File: src/rtl/servant_timer_pkg.sv
// servant_timer_pkg: register map and bit positions shared by the multi-channel timer.
package servant_timer_pkg;

    typedef enum logic [1:0] {
        REG_CTRL   = 2'd0,
        REG_CMP    = 2'd1,
        REG_COUNT  = 2'd2,
        REG_STATUS = 2'd3
    } reg_off_e;

    localparam int unsigned CTRL_ENABLE    = 0;
    localparam int unsigned CTRL_PERIODIC  = 1;
    localparam int unsigned CTRL_IRQ_EN    = 2;
    localparam int unsigned CTRL_BITS      = 3;
    localparam int unsigned STATUS_PENDING = 0;

endpackage

File: src/rtl/servant_timer_channel.sv
// servant_timer_channel: one timer channel holding count, compare, control and the sticky
// pending flag; advances only on tick while enabled.
module servant_timer_channel
    import servant_timer_pkg::*;
#(
    parameter int unsigned WIDTH = 32
) (
    input  logic                 clk_i,
    input  logic                 rst_ni,
    input  logic                 tick_i,
    input  logic                 we_ctrl_i,
    input  logic                 we_cmp_i,
    input  logic                 we_count_i,
    input  logic                 we_status_i,
    input  logic [31:0]          wdat_i,
    output logic [CTRL_BITS-1:0] ctrl_o,
    output logic [WIDTH-1:0]     cmp_o,
    output logic [WIDTH-1:0]     count_o,
    output logic                 pending_o,
    output logic                 irq_o
);

    logic [CTRL_BITS-1:0] ctrl_q, ctrl_d;
    logic [WIDTH-1:0]     cmp_q, cmp_d;
    logic [WIDTH-1:0]     count_q, count_d;
    logic                 pending_q, pending_d;
    logic                 active;
    logic                 match;

    // Bus writes are applied last so they override the tick-driven update on the same edge,
    // except pending where a match outranks the write-1-to-clear.
    always_comb begin
        active  = tick_i & ctrl_q[CTRL_ENABLE];
        match   = active & (count_q == cmp_q);

        count_d = count_q;
        if (active && !match) begin
            count_d = count_q + WIDTH'(1);
        end else if (match && ctrl_q[CTRL_PERIODIC]) begin
            count_d = '0;
        end
        if (we_count_i) begin
            count_d = wdat_i[WIDTH-1:0];
        end

        ctrl_d = ctrl_q;
        if (match && !ctrl_q[CTRL_PERIODIC]) begin
            ctrl_d[CTRL_ENABLE] = 1'b0;
        end
        if (we_ctrl_i) begin
            ctrl_d = wdat_i[CTRL_BITS-1:0];
        end

        cmp_d = we_cmp_i ? wdat_i[WIDTH-1:0] : cmp_q;

        pending_d = pending_q;
        if (we_status_i && wdat_i[STATUS_PENDING]) begin
            pending_d = 1'b0;
        end
        if (match) begin
            pending_d = 1'b1;
        end
    end

    always_ff @(posedge clk_i or negedge rst_ni) begin
        if (!rst_ni) begin
            ctrl_q    <= '0;
            cmp_q     <= '0;
            count_q   <= '0;
            pending_q <= 1'b0;
        end else begin
            ctrl_q    <= ctrl_d;
            cmp_q     <= cmp_d;
            count_q   <= count_d;
            pending_q <= pending_d;
        end
    end

    assign ctrl_o    = ctrl_q;
    assign cmp_o     = cmp_q;
    assign count_o   = count_q;
    assign pending_o = pending_q;
    assign irq_o     = pending_q & ctrl_q[CTRL_IRQ_EN];

endmodule

File: src/rtl/servant_multi_timer.sv
// servant_multi_timer: Wishbone slave with CHANNELS independent timer/comparator channels.
// Define SERVANT_TIMER_PRESCALE_EN to tick once every PRESCALE clocks instead of every clock.
module servant_multi_timer
    import servant_timer_pkg::*;
#(
    parameter int unsigned WIDTH    = 32,
    parameter int unsigned CHANNELS = 4,
    parameter int unsigned PRESCALE = 16
) (
    input  logic                          i_clk,
    input  logic                          i_rst_n,
    input  logic [$clog2(CHANNELS)+1:0]   i_wb_adr,
    input  logic [31:0]                   i_wb_dat,
    input  logic                          i_wb_we,
    input  logic                          i_wb_cyc,
    output logic [31:0]                   o_wb_rdt,
    output logic                          o_wb_ack,
    output logic                          o_irq
);

    localparam int unsigned AW = $clog2(CHANNELS) + 2;
    localparam int unsigned CW = (CHANNELS > 1) ? $clog2(CHANNELS) : 1;

    logic [CW-1:0]        chan;
    reg_off_e             reg_sel;
    logic                 strobe;
    logic                 tick;
    logic                 ack_q, ack_d;
    logic [31:0]          rdt_q, rdt_d;
    logic [31:0]          rd_mux;

    logic [CTRL_BITS-1:0] ctrl_w    [CHANNELS];
    logic [WIDTH-1:0]     cmp_w     [CHANNELS];
    logic [WIDTH-1:0]     count_w   [CHANNELS];
    logic [CHANNELS-1:0]  pending_w;
    logic [CHANNELS-1:0]  irq_w;

    if (CHANNELS > 1) begin : g_chan_sel
        assign chan = i_wb_adr[AW-1:2];
    end else begin : g_chan_one
        assign chan = '0;
    end

    assign reg_sel = reg_off_e'(i_wb_adr[1:0]);
    assign strobe  = i_wb_cyc & ~ack_q;

`ifdef SERVANT_TIMER_PRESCALE_EN
    localparam int unsigned PW = (PRESCALE > 1) ? $clog2(PRESCALE) : 1;

    logic [PW-1:0] presc_q, presc_d;

    always_comb begin
        tick    = (presc_q == PW'(PRESCALE - 1));
        presc_d = tick ? '0 : presc_q + PW'(1);
    end

    always_ff @(posedge i_clk or negedge i_rst_n) begin
        if (!i_rst_n) begin
            presc_q <= '0;
        end else begin
            presc_q <= presc_d;
        end
    end
`else
    assign tick = 1'b1;
`endif

    for (genvar c = 0; c < CHANNELS; c++) begin : g_ch
        logic wr_sel;
        assign wr_sel = strobe & i_wb_we & (chan == CW'(c));

        servant_timer_channel #(
            .WIDTH(WIDTH)
        ) u_channel (
            .clk_i       (i_clk),
            .rst_ni      (i_rst_n),
            .tick_i      (tick),
            .we_ctrl_i   (wr_sel && (reg_sel == REG_CTRL)),
            .we_cmp_i    (wr_sel && (reg_sel == REG_CMP)),
            .we_count_i  (wr_sel && (reg_sel == REG_COUNT)),
            .we_status_i (wr_sel && (reg_sel == REG_STATUS)),
            .wdat_i      (i_wb_dat),
            .ctrl_o      (ctrl_w[c]),
            .cmp_o       (cmp_w[c]),
            .count_o     (count_w[c]),
            .pending_o   (pending_w[c]),
            .irq_o       (irq_w[c])
        );
    end

    // Read data is sampled from the registers before any same-edge write lands.
    always_comb begin
        rd_mux = '0;
        case (reg_sel)
            REG_CTRL:   rd_mux[CTRL_BITS-1:0] = ctrl_w[chan];
            REG_CMP:    rd_mux[WIDTH-1:0]     = cmp_w[chan];
            REG_COUNT:  rd_mux[WIDTH-1:0]     = count_w[chan];
            REG_STATUS: rd_mux[STATUS_PENDING] = pending_w[chan];
            default:    rd_mux = '0;
        endcase
        ack_d = strobe;
        rdt_d = strobe ? rd_mux : '0;
    end

    always_ff @(posedge i_clk or negedge i_rst_n) begin
        if (!i_rst_n) begin
            ack_q <= 1'b0;
            rdt_q <= '0;
        end else begin
            ack_q <= ack_d;
            rdt_q <= rdt_d;
        end
    end

    assign o_wb_ack = ack_q;
    assign o_wb_rdt = rdt_q;
    assign o_irq    = |irq_w;

endmodule

File: config.mk
export PLATFORM = sky130hd
export DESIGN_NAME = servant_multi_timer
export DESIGN_NICKNAME = d
export VERILOG_FILES = /design/src/rtl/servant_timer_pkg.sv /design/src/rtl/servant_timer_channel.sv /design/src/rtl/servant_multi_timer.sv
export SDC_FILE = /design/constraint.sdc
export NUM_CORES = 1
export LEC_CHECK = 0
export CAP_MARGIN = 20
export CORE_AREA = 2 2 218 198
export DETAILED_ROUTE_END_ITERATION = 10
export DIE_AREA = 0 0 220 200
export HOLD_SLACK_MARGIN = 0.12
export PLACE_DENSITY = 0.7
export SLEW_MARGIN = 15
export SYNTH_ARGS = -nofsm -noshare
export SYNTH_HDL_FRONTEND = slang
export SYNTH_SLANG_ARGS = --single-unit
File: constraint.sdc
create_clock -name i_clk -period 2.7 [get_ports i_clk]
set_input_delay 0.27 -clock i_clk [delete_from_list [all_inputs] [get_ports i_clk]]
set_output_delay 0.27 -clock i_clk [all_outputs]
set_load 0.01 [all_outputs]
# --- Word level (Yosys, flattened, before mapping) ---
# Cells that the tools add are included.
op_classes:
  order_cmp: 2
  reduce_logical: 55
  eq_ne: 10
  bitwise: 16
  muxes: 43
  n_addsub: 4
op_table:
  columns: ["operator", "n"]
  rows:
  - ["32-bit two-way mux", 17]
  - ["32-bit by 1-bit adder with 32-bit output (second input constant)", 4]
  - ["32-bit binary-select mux with 2-bit select", 2]
  - ["32-bit == test", 4]
  - ["29-bit case mux with 2 select lines", 1]
  - ["1-bit logical AND", 32]
  - ["1-bit two-way mux", 17]
  - ["2-bit nonzero test", 8]
  - ["1-bit bitwise AND", 14]
  - ["3-bit nonzero test", 4]
  - ["2-bit == test (second input constant)", 4]
  - ["1-bit logical NOT", 8]
  - ["3-bit binary-select mux with 2-bit select", 1]
  - ["3-bit two-way mux", 2]
  - ["2-bit case mux with 3 select lines", 1]
  - ["2-bit by 1-bit == test with 1-bit output (second input constant)", 2]
  - ["2-bit logical NOT", 2]
  - ["1-bit case mux with 4 select lines", 1]
  - ["4-bit OR reduction", 1]
  - ["3-bit >= comparator (second input constant)", 1]
  - ["2-bit by 3-bit less-than comparator with 1-bit output (second input constant)", 1]
  - ["2-bit NOT with 3-bit output", 1]
  - ["1-bit binary-select mux with 2-bit select", 1]
  - ["1-bit NOT", 1]
word_totals:
  inputBits: 40
  out_inout_bits: 34
  register_bits: 305
  wordCells: 152

# --- Depth between registers and ports, before layout ---
# Gate-level depths: netlist (run 1).
logic_depth:
  word_depth: 8
  ltp_mapped: 10
  depth_no_buf: 8

# --- Cells and area by module ---
# A second synthesis (run 1) with hierarchy kept.
hier_totals:
  hier_cells: 1790
  area_unflattened_um2: 19167.1
modules_own_cells:
  columns: ["mod", "area_each_um2", "seq_area_each_um2", "cells_each", "n_inst"]
  rows:
  - ["servant_timer_channel", 3992.6, 1701.6, 388, 4]
  - ["servant_multi_timer", 3196.8, 825.8, 238, 1]

# --- Worst setup path before layout (run 1) ---
# OpenSTA, ideal clock, no wires.
synth_timing:
  path_kind: "register to register"
  start: "register g_ch[2].u_channel.count_q[24]"
  end: "register g_ch[2].u_channel.count_q[23]"
  required_ps: 2561
  stages_incl_launch_ff: 9
  period_less_slack_ps: 2160
  path_slack_ps: 540
  path_buffers: 2
  setup_time_ps: 139
  arrival_ps: 2022
  path_cell_list: "dfrtp_1 buf_2 xor2_1 nor4_2 nand4_1 o21a_1 buf_2 and3_1 or4_1"
synth_between:
  elab_chain_len: 6
  word_cells_on_any_way: 8
  classes_between: "eq/ne (1); mux (2); bitwise (1); reduce/logical (4)"
synth_lines:
  columns: ["element", "line_no", "rtl"]
  rows:
  - ["start: declaration", "servant_timer_channel.sv:25", "logic [WIDTH-1:0] count_q, count_d;"]
  - ["start signal: assignment", "servant_timer_channel.sv:74", "count_q <= count_d;"]
  - ["32-bit == test (*)", "servant_timer_channel.sv:34", "match = active & (count_q == cmp_q);"]
  - ["1-bit bitwise AND (*)", "servant_timer_channel.sv:34", null]
  - ["1-bit logical NOT", "servant_timer_channel.sv:37", "if (active && !match) begin"]
  - ["1-bit logical AND", "servant_timer_channel.sv:37", null]
  - ["32-bit two-way mux", "servant_timer_channel.sv:37", null]
  - ["32-bit two-way mux", "servant_timer_channel.sv:42", "if (we_count_i) begin"]
# Mark *: on every way between the ends. The rest lies on a longest branch, timed or not.
# A chain may end at the register's enable or synchronous reset.

# --- Worst setup path in the final report (run 1) ---
layout_timing:
  start: "register g_ch[1].u_channel.count_q[3]"
  end: "register g_ch[1].u_channel.count_q[30]"
layout_between:
  elab_chain_len: 6
  word_cells_on_any_way: 9
  classes_between: "add/sub (1); eq/ne (1); mux (2); bitwise (1); reduce/logical (4)"
layout_lines:
  columns: ["element", "line_no"]
  rows:
  - ["start: declaration", "servant_timer_channel.sv:25"]
  - ["start signal: assignment", "servant_timer_channel.sv:74"]
  - ["parallel branches: the longest is 6 deep, another holds 32-bit by 1-bit adder with 32-bit output", null]
# Parallel ways; which one is timed is not known.

==> results of run 1 <==
## cells by family after synthesis
kind of cell             Yosys count  share of synthesized area, %
AO/OA/AOI/OAI                    369                          14.5
buffers and inverters            200                          4.46
flip-flops                       305                          41.1
adder cells (fa/ha/maj)            9                         0.607
AND/OR/NAND/NOR                  574                          16.5
multiplexers                     201                          16.3
XOR/XNOR                         138                          6.52
## registers in the layout, summed over array words and instances, names as in the netlist
signal	flops
o_wb_rdt	32
g_ch.u_channel.pending_o	4
g_ch.u_channel.count_o	128
o_wb_ack	1
g_ch.u_channel.ctrl_o	12
g_ch.u_channel.cmp_o	128
## metrics by stage
stage	power [uW]	setup TNS, ps
after floorplan	9480	0
after global placement	12500	0
after detailed placement	12600	-27.6
after CTS	17300	0
after global routing	18100	-108
final	17600	-29.2
## cells in the mapped netlist, drive strengths merged (42+ instances only)
| cell type | n | share of area, % |
|---|---|---|
| nand3 | 94 | 2.6 |
| inv | 55 | 1.1 |
| mux2 | 127 | 7.7 |
| mux4 | 68 | 8.3 |
| dfrtp | 305 | 41 |
| o21ai | 70 | 1.9 |
| and3 | 42 | 1.4 |
| buf | 61 | 1.6 |
| nand4 | 47 | 1.7 |
| a22oi | 83 | 3.4 |
| a21oi | 52 | 1.4 |
| clkbuf | 83 | 1.7 |
| nor4 | 51 | 2.1 |
| nand2 | 140 | 2.8 |
| nor2 | 90 | 1.9 |
| xor2 | 128 | 6.0 |
## timing repair
item,CTS,global route
resized for setup,1,11
hold endpoints to repair,79,0
endpoints found under the setup margin,2,33
hold buffers,1,0
pin swaps,0,0
## worst reg2reg max path, delay by kind of cell, from the launching register on
family | cells | cell delay (ps)
AO/OA/AOI/OAI | 2 | 710
buffers and inverters | 1 | 230
AND/OR/NAND/NOR | 4 | 1120
flip-flops | 1 | 540
## metal layers
layer  wire length, um  part of all wire, %  track usage [%]
met1             33100                   40             55.4
met2             33400                   40             53.2
met3             10900                   13             8.59
met4              6190                  7.4             23.8
met5                13                0.016                0
## power by group
part | switching [uW] | leakage [uW] | internal (uW) | total [uW]
clock | 2050 | 0.000534 | 2640 | 4680
combinational | 3510 | 0.00539 | 2640 | 6150
sequential | 1350 | 0.00393 | 5410 | 6760
## cell type report
| cell class | count | share of cell area [%] |
|---|---|---|
| timing repair buffer | 294 | 12.0 |
| clock buffer | 45 | 4.33 |
| clock inverter | 12 | 0.440 |
| inverter | 56 | 0.935 |
| tap | 547 | 3.04 |
| sequential | 305 | 34.0 |
| multi-input combinational | 1291 | 45.2 |
| antenna | 2 | 0.0223 |
## final timing paths
check,endpoint,cells past startpoint
worst max-delay path,g_ch[1].u_channel.count_o[30],7
worst min-delay path,g_ch[2].u_channel.pending_o,4
worst max register to register,g_ch[1].u_channel.count_o[30],7
worst min register to register,g_ch[3].u_channel.ctrl_o[2],2
max in group asynchronous,g_ch[2].u_channel.cmp_o[12],3
min in group asynchronous,g_ch[3].u_channel.cmp_o[29],2
==> flow_summary_export.csv, run 1 <==
group,metric,value,unit
worst_setup_path,cp.required,3130,ps
route,routed_via_density,6.86,
outcome,status,"finished with violations",
timing,fmax,366,MHz
layout,layout.nets,2032,
worst_hold_path,hold_start,"i_wb_adr[2]",
logic_synthesis,syn_area_per_cell,10.3,um2
timing,period_minus_slack,2730,ps
logic_synthesis,synth_flop_cell,"dfrtp_1",
layout,fin_util,54.1,%
floorplanning,die_h,200,um
route,via_count,17500,
clock_tree,postCtsSetupBuffers,0,
worst_setup_path,r2r_slack,-30,ps
floorplanning,die_area,0.0440,mm2
layout,final_cell_mix,"dfrtp_1 (304), buf_4 (195), nand2_1 (140)",
worst_setup_path,cp_cell_sequence,"buf_4 > nand4_2 > nor4_4 > nand4_1 > a2111oi_1 > nand4b_1 > o211ai_1",
timing,period_share,101,%
timing,fin_skew,22.5,ps
layout,layout-drive-gt1-share,25.9,%
clock_tree,cts-root-buf,"clkbuf_16",
place,place_area,0.0213,mm2
layout,areaGrowthSynthToFinish,21.2,%
grt,grt_remaining_overflow,0,
clock_tree,clk_pin_slew,60,ps
timing,setup-violations-final,1,
power,vdd_drop_max,0.000708,V
worst_setup_path,startpoint,"g_ch[1].u_channel.count_o[3]",
worst_setup_path,worstSetupStartpointType,"flip-flop",
logic_synthesis,synthArstFlopShare,100,%
logic_synthesis,yosys_warnings,0,
timing,hold_viol,0,
clock_tree,clk_latency,570,ps
worst_setup_path,critPathBufInv,1,
route,drc_errors,0,
route,drt_iter0_drc,2776,
worst_setup_path,crit_path_max_fanout,7,
place,portBuffers,73,
grt,grt_pass1_vias,16647,
logic_synthesis,synth.distinct_cells,77,
timing,final_max_slew_viol_count,0,
logic_synthesis,ys_seq_area_share,41.1,%
floorplanning,coreArea,0.0416,mm2
worst_setup_path,end_kind,"flip-flop",
power,power_density,783,mW/mm2
logic_synthesis,netlist_instances,1796,
clock_tree,tritoncts,"done",
place,place_inst,2492,
timing,slew_headroom,44.4,%
place,dp_slack,-12.8,ps
grt,grt_max_degree,86,
logic_synthesis,synth_nets,1845,
layout,layout_commonest_cell,"dfrtp_1",
layout,fillers,3643,
layout,stdcell_count,2552,
worst_setup_path,max_stage_delay,610,ps
place,hpwl,63.5,mm
timing,holdWs,332,ps
place,gp_congestion,1.04,
worst_setup_path,path_class,"flip-flop to flip-flop",
route,ant_nets,0,
worst_setup_path,rr_startpoint,"g_ch[1].u_channel.count_o[3]",
layout,stdcell_area,0.0225,mm2
outcome,violations,"setup timing",
logic_synthesis,ys_ff_latch,305,
timing,final.setup.worst_slack,-29.2,ps
grt,grt_use_total,38.7,%
clock_tree,cts_max_level,2,
route,drt-total-wl,83.5,mm
worst_setup_path,cp_slowest_cell,"a2111oi_1",
logic_synthesis,netlist_area,0.0185,mm2
floorplanning,ios,74,
floorplanning,die_x,220,um
worst_hold_path,worst_hold_path_type,"input pin to flip-flop",
floorplanning,initial_core_util,44.6,%
timing,worst_pin_slew,831,ps
grt,grt_first_pass_wirelength,120,mm
clock_tree,cts_max_path_buffers,3,
clock_tree,cts_buffers,35,
grt,antenna_found_initial,4,
logic_synthesis,synth_edf_count,0,
job,maxCapViolations,0,
clock_tree,clock_sinks,305,
layout,regArea,0.00763,mm2
route,dr.pass1.iters,7,
layout,multi_input_area,0.0102,mm2
worst_setup_path,arrival,3160,ps
power,cellLeakagePower,0.00986,uW
route,avgRoutedWirePerCell,32.7,um
worst_setup_path,path_delay_family,"simple AND/OR/NAND/NOR gates",
floorplanning,rows,71,
(Power assumes the default switching activity.)
==> run 2, diff against run 1 <==
Settings changed: CORE_AREA 2 2 218 198 to 2 2 221 201, DIE_AREA 0 0 220 200 to 0 0 223 203, SYNTH_HIERARCHICAL set to 1.
==> flow_summary_export.csv, run 2 <==
group,metric,value,unit
outcome,status,"completed",
floorplanning,die_area,0.0453,mm2
logic_synthesis,synth_top_family_by_area,"multiplexers",
clock_tree,clk_latency,560,ps
worst_setup_path,worstSetupStartpointType,"flip-flop",
timing,worst_pin_slew,857,ps
power,vdd_drop_max,0.000341,V
power,pwr-share-clk,35.5,%
clock_tree,tritoncts,"done",
layout,layout.nets,2003,
logic_synthesis,synth_edf_count,0,
clock_tree,clock_sinks,305,
logic_synthesis,synth_common_cells,"dfrtp_1 (305), mux2_2 (160), nand2_1 (144), xnor2_1 (128), nor2_1 (81)",
worst_setup_path,path_delay_family,"compound AO/OA/AOI/OAI gates",
logic_synthesis,yosysMostFrequentCell,"dfrtp_1",
logic_synthesis,netlist_area,0.0192,mm2
place,gp_congestion,0.981,
route,routed_via_density,6.59,
grt,grt_max_degree,76,
grt,grt_use_total,30.8,%
timing,hold_viol,0,
timing,fmax,380,MHz
power,switching_power,4660,uW
floorplanning,die_h,203,um
worst_setup_path,arrival,3020,ps
worst_hold_path,whs_endpoint,"o_wb_rdt[0]",
worst_setup_path,reg2reg_depth,8,
job,maxCapViolations,0,
floorplanning,initial_core_util,44.8,%
logic_synthesis,synthDominantCellAreaShare,39.8,%
power,switching_share,32.5,%
worst_setup_path,cp_slowest_cell,"dfrtp_1",
logic_synthesis,synth_area_leaders,"dfrtp_1 (40%), mux2_2 (9.4%), mux4_2 (7.5%), xnor2_1 (5.8%), a221o_1 (3.1%)",
layout,final_cell_mix,"dfrtp_1 (305), buf_4 (162), mux2_2 (160)",
route,drt_iter0_drc,2380,
clock_tree,postCtsSetupBuffers,0,
logic_synthesis,syn_area_per_cell,10.7,um2
logic_synthesis,ys_ff_latch,305,
layout,fillers,3701,
route,dr_wl_met3,9.48,mm
clock_tree,cts-root-buf,"clkbuf_16",
logic_synthesis,netlist_instances,1790,
logic_synthesis,synthXorXnorAreaFrac,6.19,%
floorplanning,die_x,223,um
layout,layout_commonest_cell,"dfrtp_1",
logic_synthesis,synthSimpleGateAreaFrac,17.0,%
power,pwr-share-seq,42.0,%
layout,areaGrowthSynthToFinish,18.1,%
layout,layout-drive-gt1-share,26.0,%
route,dr.pass1.iters,9,
timing,final.setup.worst_slack,67.0,ps
route,wl_met1,28.4,mm
route,via_count,16708,
logic_synthesis,yosysTopAreaCell,"dfrtp_1",
worst_setup_path,crit-reg2reg-capture,"g_ch[0].u_channel/count_o[4]",
logic_synthesis,synth.distinct_cells,62,
worst_setup_path,max_stage_delay,510,ps
route,met2_length,29.9,mm
clock_tree,cts_max_level,2,
place,place_inst,2470,
worst_setup_path,cp_cell_sequence,"xnor2_1 > nand4_1 > nor4_2 > buf_4 > buf_4 > a41oi_1 > o311ai_0 > o311ai_0",
route,ant_nets,0,
timing,final.setup.tns,0,ps
place,dp_slack,79.1,ps
layout,fin_util,52.9,%
worst_setup_path,cp.required,3090,ps
place,hpwl,52.7,mm
clock_tree,cts_resized,0,
worst_hold_path,hold-path-cell-count,4,
floorplanning,ios,74,
timing,fin_skew,20.7,ps
worst_hold_path,hold_start,"i_wb_adr[2]",
power,power_density,635,mW/mm2
timing,rsz0062_at_grt,"no",
grt,grt_pass1_vias,16075,
clock_tree,clk_pin_slew,60,ps
logic_synthesis,ys_seq_area_share,39.8,%
logic_synthesis,synthAdderAreaFrac,0.588,%
timing,holdWs,171,ps
logic_synthesis,synthArstFlopShare,100,%
power,pwr-share-comb,22.5,%
route,avgRoutedWirePerCell,27.5,um
timing,setup-violations-final,0,
worst_setup_path,r2r_slack,70,ps
grt,grt_remaining_overflow,0,
timing,slew_headroom,42.5,%
route,routed.top_layer,"met5",
worst_setup_path,path_class,"flip-flop to flip-flop",
timing,period_share,97.5,%
logic_synthesis,synth_compound_area_share,14.0,%
logic_synthesis,synth_mux_area_share,17.5,%
floorplanning,coreArea,0.0428,mm2
clock_tree,cts_buffers,36,
logic_synthesis,synth_flop_cell,"dfrtp_1",
power,cellLeakagePower,0.00876,uW
grt,grt_first_pass_wirelength,104,mm
worst_setup_path,end_kind,"flip-flop",
floorplanning,rows,72,
route,drc_errors,0,
place,portBuffers,73,
layout,stdcell_count,2537,
logic_synthesis,yosys_warnings,6,
power,p_int,9700,uW
worst_setup_path,crit_path_max_fanout,7,
timing,period_minus_slack,2630,ps
worst_setup_path,rr_startpoint,"g_ch[0].u_channel/count_o[2]",
worst_hold_path,worst_hold_path_type,"input pin to flip-flop",
timing,final_max_slew_viol_count,0,
grt,antenna_found_initial,2,
route,drt-total-wl,69.8,mm
worst_setup_path,critPathBufInv,2,
clock_tree,cts_max_path_buffers,3,
==> run 2: cell type report <==
class / instances / area (um2) / share of cell area (%)
multi-input combinational: 1316 / 10700 / 47.1
sequential: 305 / 7630 / 33.7
timing repair buffer: 250 / 2260 / 9.99
clock buffer: 49 / 1040 / 4.60
tap: 555 / 694 / 3.07
clock inverter: 16 / 180 / 0.796
inverter: 45 / 169 / 0.746
antenna: 1 / 2.50 / 0.0111
==> run 2: what timing repair did <==
item / in CTS / in global routing
hold buffers: 1 / 0
hold endpoints to repair: 67 / 0
endpoints found under the setup margin: 0 / 0
==> run 2: how the worst max path moves through the flow <==
stage / cells past startpoint / startpoint / endpoint
floorplan: 10 / i_wb_adr[2] / g_ch[1].u_channel/count_o[26]
global placement: 11 / i_wb_cyc / g_ch[0].u_channel/count_o[24]
detailed placement: 10 / i_wb_cyc / g_ch[1].u_channel/count_o[24]
CTS: 9 / g_ch[0].u_channel/count_o[2] / g_ch[0].u_channel/count_o[5]
global route: 9 / g_ch[0].u_channel/count_o[2] / g_ch[0].u_channel/count_o[5]
finish: 8 / g_ch[0].u_channel/count_o[2] / g_ch[0].u_channel/count_o[4]
==> run 2: cell families after synthesis <==
kind of cell | count (synthesis)
compound gates | 337
fa+ha+maj | 9
simple gates | 590
other cells | 1
buf+inv | 180
mux | 236
xor+xnor | 132
flops | 305
==> run 2: power groups by stage <==
stage          Combinational (uW)  Sequential [uW]  Clock [uW]
2_1_floorplan                2020             5730           0
3_3_place_gp                 3080             6030           0
3_5_place_dp                 3160             6060           0
4_1_cts                      3180             5980        5120
5_1_grt                      3410             6080        5310
6_report                     3230             6030        5100
==> run 2: through the flow <==
| step | area (um2) | power [uW] |
|---|---|---|
| after floorplan | 19200 | 7750 |
| after global placement | 21400 | 9110 |
| after detailed placement | 21400 | 9220 |
| after CTS | 22600 | 14300 |
| after global routing | 22600 | 14800 |
| final | 22600 | 14400 |
==> run 2: layer usage <==
| metal | up-vias | track usage (%) |
|---|---|---|
| met4 | 2 | 8.92 |
| met5 | - | 0 |
| met2 | 1060 | 45.1 |
| li1 | 7129 | - |
| met3 | 129 | 8.78 |
| met1 | 8388 | 44.2 |
==> run 2: worst reg2reg max path, stage by stage (launching register included) <==
cell and delay [ps]:
dfrtp_1 510, xnor2_1 350, nand4_1 250, nor4_2 280, buf_4 210, buf_4 160, a41oi_1 260, o311ai_0 210
o311ai_0 240
